==> config.mk <==
export PLATFORM = sky130hd
export DESIGN_NAME = fetch_unit
export DESIGN_NICKNAME = d
export VERILOG_FILES = /design/src/rtl/fetch_pkg.sv /design/src/rtl/fetch_checker.sv /design/src/rtl/inst_fifo.sv /design/src/rtl/fetch_unit.sv
export SDC_FILE = /design/constraint.sdc
export NUM_CORES = 1
export LEC_CHECK = 0
export ABC_AREA = 0
export CAP_MARGIN = 40
export CORE_MARGIN = 5
export CORE_UTILIZATION = 35
export DETAILED_ROUTE_END_ITERATION = 10
export GPL_ROUTABILITY_DRIVEN = 1
export PLACE_DENSITY = 0.67
export SLEW_MARGIN = 20
export SYNTH_ARGS = -nofsm -noshare
export SYNTH_HDL_FRONTEND = slang
export SYNTH_SLANG_ARGS = --single-unit
==> constraint.sdc <==
create_clock -name clk_i -period 3 [get_ports clk_i]
set_input_delay 0.3 -clock clk_i [delete_from_list [all_inputs] [get_ports clk_i]]
set_output_delay 0.3 -clock clk_i [all_outputs]
set_load 0.02 [all_outputs]
==> src/rtl/fetch_pkg.sv <==
// Shared types and constants for the instruction fetch front end.
package fetch_pkg;

    localparam int unsigned     XLEN         = 32;
    localparam logic [XLEN-1:0] RESET_PC_DEF = 32'h0000_0000;
    localparam logic [31:0]     NOP_INST     = 32'h0000_0013;

    typedef enum logic [1:0] {
        BOOT  = 2'd0,
        FETCH = 2'd1,
        FLUSH = 2'd2
    } fetch_state_e;

    typedef struct packed {
        logic [XLEN-1:0] pc;
        logic [31:0]     inst;
    } fetch_entry_t;

    // Clear the byte offset so every fetch address is word aligned.
    function automatic logic [XLEN-1:0] word_align(input logic [XLEN-1:0] addr);
        return {addr[XLEN-1:2], 2'b00};
    endfunction

endpackage

==> src/rtl/fetch_checker.sv <==
// Simulation-only protocol checks for the fetch front end.
module fetch_checker #(
    parameter int unsigned XLEN = 32,
    parameter int unsigned CW   = 2
) (
    input  logic            clk_i,
    input  logic            rst_ni,
    input  logic            imem_req_i,
    input  logic            imem_gnt_i,
    input  logic [XLEN-1:0] imem_addr_i,
    input  logic            imem_rvalid_i,
    input  logic            redirect_i,
    input  logic [CW-1:0]   outstanding_i,
    input  logic            push_i,
    input  logic            pop_i,
    input  logic            full_i
);

    // A response is only legal while a granted request is still pending.
    a_rvalid_has_outstanding: assert property (@(posedge clk_i) disable iff (!rst_ni)
        imem_rvalid_i |-> (outstanding_i != '0));

    // Credit accounting must never push into a full buffer without a pop.
    a_no_overflow: assert property (@(posedge clk_i) disable iff (!rst_ni)
        (push_i && full_i) |-> pop_i);

    // An ungranted request keeps its address until grant unless a redirect intervenes.
    a_req_stable: assert property (@(posedge clk_i) disable iff (!rst_ni)
        (imem_req_i && !imem_gnt_i) |=> (redirect_i || (imem_req_i && $stable(imem_addr_i))));

endmodule

==> src/rtl/inst_fifo.sv <==
// Small in-order FIFO with registered storage and a synchronous flush.
// The head entry is read directly from storage, so data pushed in cycle N
// becomes visible at data_o in cycle N+1.
module inst_fifo #(
    parameter int unsigned DEPTH     = 2,
    parameter type         T         = logic [63:0],
    parameter T            RESET_VAL = '0
) (
    input  logic                     clk_i,
    input  logic                     rst_ni,
    input  logic                     flush_i,
    input  logic                     push_i,
    input  T                         data_i,
    input  logic                     pop_i,
    output T                         data_o,
    output logic                     full_o,
    output logic                     empty_o,
    output logic [$clog2(DEPTH):0]   count_o
);

    localparam int unsigned    AW       = $clog2(DEPTH);
    localparam logic [AW-1:0]  PTR_ONE  = AW'(1'b1);
    localparam logic [AW:0]    CNT_ONE  = (AW+1)'(1'b1);
    localparam logic [AW:0]    FULL_CNT = (AW+1)'(DEPTH);

    T              mem_q [DEPTH];
    logic [AW-1:0] wr_q;
    logic [AW-1:0] rd_q;
    logic [AW:0]   cnt_q;
    logic [AW:0]   cnt_d;
    logic          push_s;
    logic          pop_s;

    // Qualify push/pop: a pop on empty is dropped, a push on full needs a same-cycle pop.
    always_comb begin
        pop_s  = pop_i && (cnt_q != '0);
        push_s = push_i && ((cnt_q != FULL_CNT) || pop_s);
        case ({push_s, pop_s})
            2'b10:   cnt_d = cnt_q + CNT_ONE;
            2'b01:   cnt_d = cnt_q - CNT_ONE;
            default: cnt_d = cnt_q;
        endcase
    end

    // Storage, pointers and occupancy; flush empties the queue without touching storage.
    always_ff @(posedge clk_i or negedge rst_ni) begin
        if (!rst_ni) begin
            wr_q  <= '0;
            rd_q  <= '0;
            cnt_q <= '0;
            for (int i = 0; i < DEPTH; i++) begin
                mem_q[i] <= RESET_VAL;
            end
        end else if (flush_i) begin
            wr_q  <= '0;
            rd_q  <= '0;
            cnt_q <= '0;
        end else begin
            if (push_s) begin
                mem_q[wr_q] <= data_i;
                wr_q        <= wr_q + PTR_ONE;
            end
            if (pop_s) begin
                rd_q <= rd_q + PTR_ONE;
            end
            cnt_q <= cnt_d;
        end
    end

    assign data_o  = mem_q[rd_q];
    assign full_o  = (cnt_q == FULL_CNT);
    assign empty_o = (cnt_q == '0);
    assign count_o = cnt_q;

endmodule

==> src/rtl/fetch_unit.sv <==
// Instruction fetch front end: PC ownership, credit-limited request issue,
// in-order response buffering and redirect/flush handling.
module fetch_unit
    import fetch_pkg::*;
#(
    parameter int unsigned     XLEN       = fetch_pkg::XLEN,
    parameter logic [XLEN-1:0] RESET_PC   = 32'h0000_0000,
    parameter int unsigned     FIFO_DEPTH = 2
) (
    input  logic            clk_i,
    input  logic            rst_ni,
    output logic            imem_req_o,
    output logic [XLEN-1:0] imem_addr_o,
    input  logic            imem_gnt_i,
    input  logic            imem_rvalid_i,
    input  logic [31:0]     imem_rdata_i,
    input  logic            redirect_i,
    input  logic [XLEN-1:0] redirect_pc_i,
    output logic            valid_o,
    output logic [31:0]     inst_o,
    output logic [XLEN-1:0] pc_o,
    input  logic            id_ready_i
);

    localparam int unsigned    AW       = $clog2(FIFO_DEPTH);
    localparam int unsigned    CW       = AW + 1;
    localparam logic [CW-1:0]  CNT_ONE  = CW'(1'b1);
    localparam logic [AW-1:0]  PTR_ONE  = AW'(1'b1);
    localparam logic [CW:0]    CREDITS  = (CW+1)'(FIFO_DEPTH);
    localparam logic [XLEN-1:0] PC_STEP = XLEN'(3'd4);
    localparam fetch_entry_t   ENTRY_RST = '{pc: RESET_PC, inst: NOP_INST};

    fetch_state_e    state_q, state_d;
    logic [XLEN-1:0] fetch_pc_q, fetch_pc_d;
    logic [CW-1:0]   outstanding_q, outstanding_d;
    logic [CW-1:0]   drop_q, drop_d;
    logic [XLEN-1:0] tag_q [FIFO_DEPTH];
    logic [AW-1:0]   tag_wr_q;
    logic [AW-1:0]   tag_rd_q;

    logic            req_s;
    logic            grant_s;
    logic            rsp_s;
    logic            tag_pop_s;
    logic            push_s;
    logic            pop_s;
    logic [CW:0]     in_flight_s;
    logic [CW-1:0]   fifo_count_s;
    logic            fifo_full_s;
    logic            fifo_empty_s;
    fetch_entry_t    push_entry_s;
    fetch_entry_t    head_s;

    // Handshake qualification: credit-limited issue, redirect kills the request in its own cycle.
    always_comb begin
        in_flight_s  = {1'b0, fifo_count_s} + {1'b0, outstanding_q};
        req_s        = (state_q == FETCH) && (in_flight_s < CREDITS) && !redirect_i;
        grant_s      = req_s && imem_gnt_i;
        rsp_s        = imem_rvalid_i && (outstanding_q != '0);
        tag_pop_s    = rsp_s && (state_q == FETCH);
        push_s       = tag_pop_s && !redirect_i;
        pop_s        = !fifo_empty_s && id_ready_i && !redirect_i;
        push_entry_s = '{pc: tag_q[tag_rd_q], inst: imem_rdata_i};
    end

    // Next-state logic for the FSM, fetch PC and the outstanding/drop counters.
    always_comb begin
        state_d    = state_q;
        fetch_pc_d = fetch_pc_q;
        drop_d     = drop_q;

        case ({grant_s, rsp_s})
            2'b10:   outstanding_d = outstanding_q + CNT_ONE;
            2'b01:   outstanding_d = outstanding_q - CNT_ONE;
            default: outstanding_d = outstanding_q;
        endcase

        case (state_q)
            BOOT: begin
                state_d = FETCH;
            end
            FETCH: begin
                state_d = FETCH;
            end
            FLUSH: begin
                if (rsp_s) begin
                    drop_d = drop_q - CNT_ONE;
                    if (drop_q == CNT_ONE) begin
                        state_d = FETCH;
                    end else begin
                        state_d = FLUSH;
                    end
                end else begin
                    drop_d = drop_q;
                end
            end
            default: begin
                state_d = BOOT;
            end
        endcase

        if (grant_s) begin
            fetch_pc_d = fetch_pc_q + PC_STEP;
        end else begin
            fetch_pc_d = fetch_pc_q;
        end

        // Every response still owed after this cycle belongs to the old stream.
        if (redirect_i) begin
            fetch_pc_d = word_align(redirect_pc_i);
            drop_d     = outstanding_d;
            if (outstanding_d != '0) begin
                state_d = FLUSH;
            end else begin
                state_d = FETCH;
            end
        end else begin
            drop_d = drop_d;
        end
    end

    // FSM, PC, counters and the PC tag queue that pairs responses with their address.
    always_ff @(posedge clk_i or negedge rst_ni) begin
        if (!rst_ni) begin
            state_q       <= BOOT;
            fetch_pc_q    <= RESET_PC;
            outstanding_q <= '0;
            drop_q        <= '0;
            tag_wr_q      <= '0;
            tag_rd_q      <= '0;
            for (int i = 0; i < FIFO_DEPTH; i++) begin
                tag_q[i] <= RESET_PC;
            end
        end else begin
            state_q       <= state_d;
            fetch_pc_q    <= fetch_pc_d;
            outstanding_q <= outstanding_d;
            drop_q        <= drop_d;
            if (redirect_i) begin
                tag_wr_q <= '0;
                tag_rd_q <= '0;
            end else begin
                if (grant_s) begin
                    tag_q[tag_wr_q] <= fetch_pc_q;
                    tag_wr_q        <= tag_wr_q + PTR_ONE;
                end
                if (tag_pop_s) begin
                    tag_rd_q <= tag_rd_q + PTR_ONE;
                end
            end
        end
    end

    inst_fifo #(
        .DEPTH     (FIFO_DEPTH),
        .T         (fetch_entry_t),
        .RESET_VAL (ENTRY_RST)
    ) u_inst_fifo (
        .clk_i   (clk_i),
        .rst_ni  (rst_ni),
        .flush_i (redirect_i),
        .push_i  (push_s),
        .data_i  (push_entry_s),
        .pop_i   (pop_s),
        .data_o  (head_s),
        .full_o  (fifo_full_s),
        .empty_o (fifo_empty_s),
        .count_o (fifo_count_s)
    );

    fetch_checker #(
        .XLEN (XLEN),
        .CW   (CW)
    ) u_fetch_checker (
        .clk_i         (clk_i),
        .rst_ni        (rst_ni),
        .imem_req_i    (req_s),
        .imem_gnt_i    (imem_gnt_i),
        .imem_addr_i   (fetch_pc_q),
        .imem_rvalid_i (imem_rvalid_i),
        .redirect_i    (redirect_i),
        .outstanding_i (outstanding_q),
        .push_i        (push_s),
        .pop_i         (pop_s),
        .full_i        (fifo_full_s)
    );

    assign imem_req_o  = req_s;
    assign imem_addr_o = fetch_pc_q;
    assign valid_o     = !fifo_empty_s;
    assign inst_o      = head_s.inst;
    assign pc_o        = head_s.pc;

endmodule

==> out/results.txt <==
outcome = finished clean
Nets = 1082
final core occ = 45.0%
CP arrival = 2450 ps
unrepaired setup endpoints after global routing = false
worst clock skew = 10.2 ps
count leader, synth = dfrtp_1
Clock Tree Root = clkbuf_16
row count = 63
Worst IR Drop VDD = 423 uV
flip-flop and latch count after synthesis = 226
Commonest cells post-synth = 220 x dfrtp_1, 163 x mux2_2, 77 x nor2_1
Synth Cell Area = 10300 sq um
Slew Limit Headroom = 58.6%
fraction of registers with async set/reset = 100%
vias in the first global route = 7265
antenna diode count = 0
antenna-violating nets left = 0
worst skew pair latency = 520 ps
clock sink count = 226
Final min period = 2750 ps
crit path capture type = output pin
initial antenna violation count = 0
# fillers = 2709
Die X = 182 microns
critical path, cell by cell = buf_12 -> mux2_2 -> clkdlybuf4s50_1
r2r worst-path depth = 10
DRC viols = 0
die height = 182 microns
Tot GR Track Use = 14.5%
Routed WL per cell = 17.1 microns
reg2reg start = u_inst_fifo.count_o[0]
clk slew on worst S/H paths = 60 ps
share of layout cells above drive strength 1 = 24.5%
YS warnings = 0
HPWL Detailed = 16300 microns
DIE AREA = 33100 sq um
CTS tree = built
Most used DFF post-synth = dfrtp_1
grt ovf = 0
top cell type's share of synthesized area = 53.2%
final hold slack = 345 ps
part of the cycle the worst path needs = 91.8%
crit path max fanout = 32
CP startpoint kind = register
setup violators final = 0
max cap viols = 0
Max stage delay on crit path = 690 ps
Avg Inst Size Synth = 12.2 sq um
port bufs = 161
Hold Crit Class = in -> async
area grow syn2layout = 27.8%
Crit Reg-Reg Endpoint = state_q[0]
first-pass GRT wire length = 39800 microns
Cell variety after synth = 49
sum of negative setup slack = 0 ps
initial core utilization = 35.2%
drt via density = 5.00
slew of the pin with the lowest slew margin = 617 ps
largest cells by area after synthesis = dfrtp_1 53%, mux2_2 18%, a21oi_1 3.2%
Seq/Total Area, Yosys = 54.8%
Detailed Route Iter0 Violations = 309
core area = 29400 sq um
Num CTS Buffers = 26
largest net degree at the start of global routing = 80
reg-to-reg setup timing slack = 350 ps
Post-synth EDFFs = 0
H-Tree Depth = 1
IO Pins = 168
vias = 7091
Routed WL = 24200 microns
Slew Viols, Final = 0
critical setup path kind = reg -> out
Initial DRT Pass Iterations = 4
placer congestion estimate = 0.803
slowest stage cell, crit path = dfrtp_2
Worst Path Required = 2700 ps
FMAX = 363 MHz
Final Hold Viols = 0
Pleak = 0.00560 uW
maximum buffer depth of the clock tree = 3
Post-Synthesis Cells = 851
Pwr per Cell Area = 960 nW/um^2
largest area contributor in the netlist = dfrtp_1
## cell type report
cell class                 count  area [sq um]  area share, %
clock buffer                  40           805           6.09
sequential                   226          5670           42.9
tap                          390           488           3.69
multi-input combinational    556          4250           32.2
inverter                      15          56.3          0.426
timing repair buffer         183          1880           14.2
clock inverter                 8          70.1          0.530
## worst max path at each step
stage,start,end,slack (ps),cells after the start
final,u_inst_fifo.rd_q,pc_o[15],250,3
after global routing,u_inst_fifo.count_o[0],state_q[0],130,10
after CTS,u_inst_fifo.rd_q,pc_o[14],200,3
after detailed placement,outstanding_q[0],tag_q[56],370,9
after global placement,u_inst_fifo.count_o[0],imem_addr_o[5],330,8
after floorplan,outstanding_q[0],state_q[0],250,12
## placed cells by master, fill, tap and decap left out, drive strengths merged, types with 2 or more instances in the layout
cell type	count
nand4	11
xor2	4
nor4	6
nand2	53
mux2i	33
xnor2	6
clkbuf	40
nor3	7
mux2	178
inv	15
a21oi	66
and2	3
conb	4
clkinvlp	2
o211ai	6
buf	23
a31o	5
ha	3
a22oi	2
dfstp	6
a21o	2
clkinv	5
a2111oi	2
clkdlybuf4s50	158
or3	2
nor2b	3
a221o	8
o311ai	10
nand3	16
a31oi	5
dfrtp	220
o21ai	32
nor2	78
## critical path, delay by kind of cell (launching register included)
family,cells,cell delay [ps]
buffers and inverters,2,870
DFF,1,690
muxes,1,360
## through the flow
| stage | total power, uW | instance area, sq um | setup WS [ps] | std cells |
|---|---|---|---|---|
| after global placement | 9500 | 12300 | 332 | 1367 |
| final | 12700 | 13200 | 247 | 1418 |
| after floorplan | 7740 | 10400 | 247 | 854 |
| after CTS | 12900 | 13200 | 197 | 1418 |
| after detailed placement | 9630 | 12300 | 366 | 1369 |
| after global routing | 13500 | 13200 | 134 | 1418 |
## per-layer routing
metal,global-route usage (%),wire length (microns),share of wire (%),vias to the layer above
met4,2.73,290,1.2,0
met2,21.7,10600,44,194
met3,3.10,1450,6.0,21
li1,-,-,-,3351
met5,0,0,0,-
met1,21.8,11900,49,3525
## cell families after synthesis
| group | count (synthesis) | share of synthesized area [%] |
|---|---|---|
| muxes | 211 | 22.6 |
| adders and majority gates | 4 | 0.557 |
| DFF | 226 | 54.8 |
| AOI/OAI and AO/OA | 143 | 8.78 |
| and+or+nand+nor | 184 | 8.23 |
| buffers and inverters | 72 | 4.21 |
| other | 1 | 0.0363 |
| xor gates and xnor gates | 10 | 0.847 |
## registers in the layout, indices dropped and copies added, names as in the netlist
name,cells
u_inst_fifo.count_o,2
u_inst_fifo.wr_q,1
state_q,2
u_inst_fifo.rd_q,1
outstanding_q,2
tag_rd_q,1
tag_wr_q,1
drop_q,2
tag_q,60
u_inst_fifo.mem_q,124
imem_addr_o,30
## what timing repair did
action | 4_1_cts | 5_1_grt
endpoints found under the hold margin | 68 | 0
hold buffers | 1 | 0
buffers inserted | 0 | 0
setup endpoints to repair | 1 | 0
gates resized for setup | 1 | 0
## report_power, final
group | internal (uW) | total [uW] | switching, uW
clock network | 1920 | 3140 | 1220
logic | 2420 | 4620 | 2200
registers | 4220 | 4920 | 699
total | 8570 | 12700 | 4120
No activity file was read; power rests on OpenSTA's default activity.
